$ cat src/rtl/branch_predictor.sv
`default_nettype none
// ============================================================================
// Module   : branch_predictor
// Purpose  : Next-PC predictor: direct-mapped BTB with 2-bit counters + RAS.
// Revision : 1.0  initial release
// ============================================================================
module branch_predictor #(
  parameter int XLEN      = 32,
  parameter int ENTRIES   = 16,
  parameter int RAS_DEPTH = 4
) (
  input  logic            clk_i,
  input  logic            rst_i,
  input  logic [XLEN-1:0] pc_i,
  output logic            pred_taken_o,
  output logic [XLEN-1:0] pred_target_o,
  output logic            pred_hit_o,
  input  logic            upd_en_i,
  input  logic [XLEN-1:0] upd_pc_i,
  input  logic [XLEN-1:0] upd_target_i,
  input  logic            upd_taken_i,
  input  logic [1:0]      upd_kind_i,
  output logic            ras_empty_o
);

  localparam int c_IDX  = $clog2(ENTRIES);
  localparam int c_TAGW = XLEN - c_IDX - 2;
  localparam int c_PTRW = (RAS_DEPTH > 1) ? $clog2(RAS_DEPTH) : 1;
  localparam int c_CNTW = $clog2(RAS_DEPTH + 1);
  localparam logic [c_PTRW-1:0] c_PTR_LAST = c_PTRW'(RAS_DEPTH - 1);
  localparam logic [c_CNTW-1:0] c_CNT_FULL = c_CNTW'(RAS_DEPTH);
  localparam logic [1:0]        c_KIND_BR   = 2'b00;
  localparam logic [1:0]        c_KIND_JMP  = 2'b01;
  localparam logic [1:0]        c_KIND_CALL = 2'b10;
  localparam logic [1:0]        c_KIND_RET  = 2'b11;
  localparam logic [XLEN-1:0]   c_FOUR      = XLEN'(4);

  logic              r_valid  [ENTRIES];
  logic [c_TAGW-1:0] r_tag    [ENTRIES];
  logic [XLEN-1:0]   r_target [ENTRIES];
  logic [1:0]        r_kind   [ENTRIES];
  logic [1:0]        r_ctr    [ENTRIES];

  logic [XLEN-1:0]   r_ras    [RAS_DEPTH];
  logic [c_PTRW-1:0] r_ras_ptr;
  logic [c_CNTW-1:0] r_ras_cnt;

  logic [c_IDX-1:0]  w_idx;
  logic [c_TAGW-1:0] w_tag;
  logic              w_hit;
  logic [c_IDX-1:0]  w_upd_idx;
  logic [c_TAGW-1:0] w_upd_tag;
  logic              w_upd_hit;
  logic [1:0]        w_new_ctr;
  logic              w_write_target;
  logic [c_PTRW-1:0] w_ptr_inc;
  logic [c_PTRW-1:0] w_top_ptr;
  logic              w_ras_empty;

  assign w_idx       = pc_i[c_IDX+1:2];
  assign w_tag       = pc_i[XLEN-1:c_IDX+2];
  assign w_hit       = r_valid[w_idx] && (r_tag[w_idx] == w_tag);
  assign w_ras_empty = (r_ras_cnt == '0);
  assign w_ptr_inc   = (r_ras_ptr == c_PTR_LAST) ? '0 : r_ras_ptr + 1'b1;
  assign w_top_ptr   = (r_ras_ptr == '0) ? c_PTR_LAST : r_ras_ptr - 1'b1;

  assign pred_hit_o  = w_hit;
  assign ras_empty_o = w_ras_empty;

  // Fall-through is pc+4; any hit that predicts a redirect overrides it.
  always_comb begin
    pred_taken_o  = 1'b0;
    pred_target_o = pc_i + c_FOUR;
    if (w_hit) begin
      case (r_kind[w_idx])
        c_KIND_BR: begin
          if (r_ctr[w_idx][1]) begin
            pred_taken_o  = 1'b1;
            pred_target_o = r_target[w_idx];
          end
        end
        c_KIND_JMP, c_KIND_CALL: begin
          pred_taken_o  = 1'b1;
          pred_target_o = r_target[w_idx];
        end
        default: begin
          if (!w_ras_empty) begin
            pred_taken_o  = 1'b1;
            pred_target_o = r_ras[w_top_ptr];
          end
        end
      endcase
    end
  end

  assign w_upd_idx = upd_pc_i[c_IDX+1:2];
  assign w_upd_tag = upd_pc_i[XLEN-1:c_IDX+2];
  assign w_upd_hit = r_valid[w_upd_idx] && (r_tag[w_upd_idx] == w_upd_tag);

  // A not-taken branch hit keeps its old target so a later re-train still jumps right.
  assign w_write_target = !w_upd_hit || (upd_kind_i != c_KIND_BR) || upd_taken_i;

  always_comb begin
    w_new_ctr = r_ctr[w_upd_idx];
    if (!w_upd_hit) begin
      w_new_ctr = ((upd_kind_i != c_KIND_BR) || upd_taken_i) ? 2'b10 : 2'b01;
    end else if (upd_kind_i != c_KIND_BR) begin
      w_new_ctr = 2'b11;
    end else if (upd_taken_i) begin
      if (r_ctr[w_upd_idx] != 2'b11) w_new_ctr = r_ctr[w_upd_idx] + 2'b01;
    end else begin
      if (r_ctr[w_upd_idx] != 2'b00) w_new_ctr = r_ctr[w_upd_idx] - 2'b01;
    end
  end

  always_ff @(posedge clk_i or negedge rst_i) begin
    if (!rst_i) begin
      for (int i = 0; i < ENTRIES; i++) begin
        r_valid[i]  <= 1'b0;
        r_tag[i]    <= '0;
        r_target[i] <= '0;
        r_kind[i]   <= c_KIND_BR;
        r_ctr[i]    <= 2'b01;
      end
    end else if (upd_en_i) begin
      r_valid[w_upd_idx] <= 1'b1;
      r_tag[w_upd_idx]   <= w_upd_tag;
      r_kind[w_upd_idx]  <= upd_kind_i;
      r_ctr[w_upd_idx]   <= w_new_ctr;
      if (w_write_target) r_target[w_upd_idx] <= upd_target_i;
    end
  end

  // Circular stack: a push when full silently overwrites the oldest slot.
  always_ff @(posedge clk_i or negedge rst_i) begin
    if (!rst_i) begin
      for (int i = 0; i < RAS_DEPTH; i++) r_ras[i] <= '0;
      r_ras_ptr <= '0;
      r_ras_cnt <= '0;
    end else if (upd_en_i) begin
      if (upd_kind_i == c_KIND_CALL) begin
        r_ras[r_ras_ptr] <= upd_pc_i + c_FOUR;
        r_ras_ptr        <= w_ptr_inc;
        if (r_ras_cnt != c_CNT_FULL) r_ras_cnt <= r_ras_cnt + 1'b1;
      end else if ((upd_kind_i == c_KIND_RET) && !w_ras_empty) begin
        r_ras_ptr <= w_top_ptr;
        r_ras_cnt <= r_ras_cnt - 1'b1;
      end
    end
  end

endmodule
`default_nettype wire

$ cat config.mk
export PLATFORM = sky130hd
export DESIGN_NAME = branch_predictor
export DESIGN_NICKNAME = d
export VERILOG_FILES = /design/src/rtl/branch_predictor.sv
export SDC_FILE = /design/constraint.sdc
export NUM_CORES = 2
export LEC_CHECK = 0
export ABC_AREA = 1
export BUFFER_PORTS_ARGS = -buffer_cell sky130_fd_sc_hd__buf_2
export CAP_MARGIN = 20
export CORE_AREA = 2 2 437 439
export DETAILED_ROUTE_END_ITERATION = 7
export DIE_AREA = 0 0 439 441
export HOLD_SLACK_MARGIN = 0.12
export PLACE_DENSITY = 0.57
export SYNTH_ARGS = -nofsm -noshare
export SYNTH_HDL_FRONTEND = slang
export SYNTH_SLANG_ARGS = --single-unit
$ cat constraint.sdc
create_clock -name clk_i -period 5 [get_ports clk_i]
set_input_delay 0.25 -clock clk_i [delete_from_list [all_inputs] [get_ports clk_i]]
set_output_delay 0.25 -clock clk_i [all_outputs]
set_load 0.01 [all_outputs]
==> impl_metrics.csv <==
group,metric,value,unit
power,power.internal,19.5,mW
place,hpwl,164,mm
final_layout,mostFrequentLayoutCell,"nand2_1",
clock_network,cts-hold-fix-buffers,69,
timing,layout_setup_ws,0.578,ns
flow_run,maxCapViolCount,0,
timing,drv_slew,0,
floorplan,ios,137,
floorplan,die_y,441,um
final_layout,most-common-layout-cells,"3249 x nand2_1, 1125 x dfrtp_1, 997 x o21ai_0",
clock_network,clock-sinks,1141,
timing,fin_crit_sh,0.884,
clock_network,h-tree-depth,4,
synth,synth_compound_area_frac,0.147,
synth,synth_enable_flop_cells,0,
synth,synth_top_family_by_area,"simple AND/OR/NAND/NOR gates",
synth,synth-async-reset-ratio,1.00,
clock_network,path_clk_slew,0.06,ns
final_layout,layout-drive-gt1-share,0.0715,
synth,yosys.area.top_type_share,0.453,
detailed_routing,wl_per_cell,23.5,um
synth,synth_top_area_cell,"dfrtp_1",
global_routing,met3_usage,0.0502,
global_routing,antenna_found_initial,17,
timing,period_minus_slack,4.42,ns
clock_network,cts_buffers,131,
synth,synth_area_leaders,"dfrtp_1 45%, nand2_1 20%, o21ai_0 8.0%",
detailed_routing,vias,61700,
worst_setup_path,reg2reg_slack,1.59,ns
synth,synth_seq_cells,1141,
status,status,"finished clean",
worst_setup_path,crit_chain,"inv_1 > a21oi_1 > o21ai_0 > a21oi_1 > or2_2 > a31oi_1 > inv_1 > ha_1 > inv_1 > buf_4 > nand2_1 > buf_4 > a31oi_1 > buf_4 > o211ai_1 > nand2_1 > buf_2",
power,ir_drop,0.254,mV
power,combPwrFrac,0.248,
synth,synth_mux_area_frac,0.000181,
global_routing,grt-ovfl-total,0,
place,post-place-ws,0.767,ns
place,dp.cells,10900,
final_layout,area_growth_syn_to_layout,13.4,%
clock_network,cts_root_buf,"clkbuf_16",
timing,final-setup-viol-count,0,
place,io_buffers,136,
global_routing,grt_most_used_layer,"met2",
floorplan,fp-row-count,160,
timing,worst_pin_slew,1.28,ns
global_routing,grt_first_pass_wirelength,389,mm
worst_setup_path,worstSetupEndpointType,"output pin",
worst_setup_path,worst-path-max-fanout,21,
power,p_leak,34.2,nW
clock_network,clk_latency,0.81,ns
detailed_routing,postRouteAntennaNets,0,
global_routing,grt.total_usage,0.267,
final_layout,fin_cells,11200,
hold_path,hp-class,"input port to register",
timing,slew_headroom,0.148,
detailed_routing,drt-total-wl,263,mm
global_routing,grt_max_degree,159,
power,seq_power_share,0.419,
place,place_area,65300,um2
detailed_routing,drtPass1Iterations,6,
synth,synthAdderAreaFrac,0.00254,
worst_setup_path,cp_data_required_time,4.75,ns
floorplan,dieArea,194000,um2
timing,hold_viol,0,
clock_network,cts_buffer_depth,3,
timing,rsz0062_at_grt,"no",
synth,synth.avg_cell_area,7.08,um2
timing,finalClockSkew,0.0290,ns
global_routing,use_met2,0.405,
final_layout,final_cell_area,70400,um2
clock_network,cts_tree,"done",
worst_setup_path,crit_type,"register to output pin",
worst_setup_path,startpoint_type,"register",
synth,synth.distinct_cells,47,
power,power.density,427,nW/um2
place,gp_congestion,0.976,
floorplan,start_util,0.328,
final_layout,fin_nets,8707,
power,p_clk_frac,0.333,
power,p_sw,10.5,mW
worst_setup_path,slowest_stage,"a31oi_1",
detailed_routing,viasPerCell,5.50,
synth,synth_xor_area_frac,0.00635,
power,p_sw_frac,0.351,
detailed_routing,drt_iter0_markers,7884,
synth,ys_seq_area_frac,0.460,
clock_network,cts_setup_buffers,0,
timing,fin_setup_tns,0,ns
worst_setup_path,max_stage_delay,0.41,ns
synth,yosys.area_share.simple,0.302,
synth,synth_cells,8770,
synth,ys_warn_count,0,
floorplan,core,189000,um2
detailed_routing,drc_errors,0,
timing,clock.fmax,226,MHz
floorplan,die_w,439,um
clock_network,cts_resized,0,
worst_setup_path,cp.arrival,4.17,ns
synth,syn-num-nets,8884,
global_routing,grt_use_met1,0.361,
global_routing,grt_pass1_vias,57200,
synth,syn_area,62100,um2
synth,synth_flop_cell,"dfrtp_1",
[power by group through the flow]
stage / Sequential (mW) / Combinational [mW] / Clock (mW)
2_1_floorplan: 12.4 / 4.74 / 0
3_3_place_gp: 12.6 / 7.14 / 0
3_5_place_dp: 12.7 / 7.27 / 0
4_1_cts: 12.6 / 7.36 / 10.2
5_1_grt: 12.8 / 8.37 / 10.5
6_report: 12.6 / 7.46 / 10.0
[cells by family after synthesis]
family	after synthesis
adders and majority gates	12
xor gates and xnor gates	45
buffers and inverters	1276
muxes	1
AOI/OAI and AO/OA	1667
DFF	1141
and+or+nand+nor	4628
[synth_stat cells, drive strengths merged, types with 5 or more instances]
| cell | instances |
|---|---|
| nand2 | 3266 |
| o221ai | 36 |
| nor3 | 31 |
| o211ai | 140 |
| nand3b | 6 |
| o41ai | 5 |
| o21ai | 1029 |
| or2 | 7 |
| ha | 11 |
| a21oi | 335 |
| a31oi | 11 |
| o22ai | 44 |
| xor2 | 43 |
| inv | 555 |
| nand4 | 37 |
| a32oi | 11 |
| dfstp | 16 |
| clkinv | 7 |
| nor2 | 381 |
| nor4 | 5 |
| buf | 339 |
| clkbuf | 375 |
| nand3 | 890 |
| dfrtp | 1125 |
| a32o | 15 |
| a22oi | 31 |
[final cells by class]
type | count | area, um2
inverters | 562 | 2130
clock inverters | 47 | 598
clock buffers | 190 | 3790
well taps | 2511 | 3140
fillers | 19800 | 119000
diodes | 9 | 22.5
flip-flops and latches | 1141 | 28600
multi-input cells | 6353 | 28600
repair buffers | 404 | 3530
[worst max-delay path, delay by kind of cell, from the launching register on]
family | cells | cell delay, ns
buf+inv | 7 | 1.14
fa+ha+maj | 1 | 0.25
simple gates | 3 | 0.47
compound gates | 6 | 1.14
flops | 1 | 0.37
[metrics by stage]
stage               total power, mW  hold WS [ns]   util
global placement               19.8         0.324  0.345
CTS                            30.1         0.187  0.372
detailed placement             20.0         0.307  0.345
finish                         30.1         0.234  0.372
global route                   31.7         0.278  0.372
floorplan                      17.2       -0.0456      -
[flip-flops by register name, indices dropped and copies added, names as in the netlist]
| name | count |
|---|---|
| r_ctr | 32 |
| r_kind | 32 |
| r_ras | 128 |
| r_ras_cnt | 3 |
| r_ras_ptr | 2 |
| r_tag | 416 |
| r_target | 512 |
| r_valid | 16 |
[path summary, 6_finish.rpt]
path / end / cells past startpoint / startpoint
setup / recovery: pred_target_o[9] / 17 / r_kind[12]
hold / removal: r_ras[65] / 4 / upd_pc_i[1]
setup reg to reg: r_target[428] / 19 / r_tag[63]
hold reg to reg: r_valid[1] / 2 / r_valid[1]
max in group asynchronous: r_ctr[14] / 4 / rst_i
min in group asynchronous: r_target[309] / 3 / rst_i
[per-layer routing]
metal  part of all wire  vias to the layer above
met5            0.00026                        -
met4              0.056                       10
met3              0.089                      659
met2               0.44                     3098
met1               0.41                    29900
li1                   -                    28000
No activity file was read; power rests on OpenSTA's default activity.
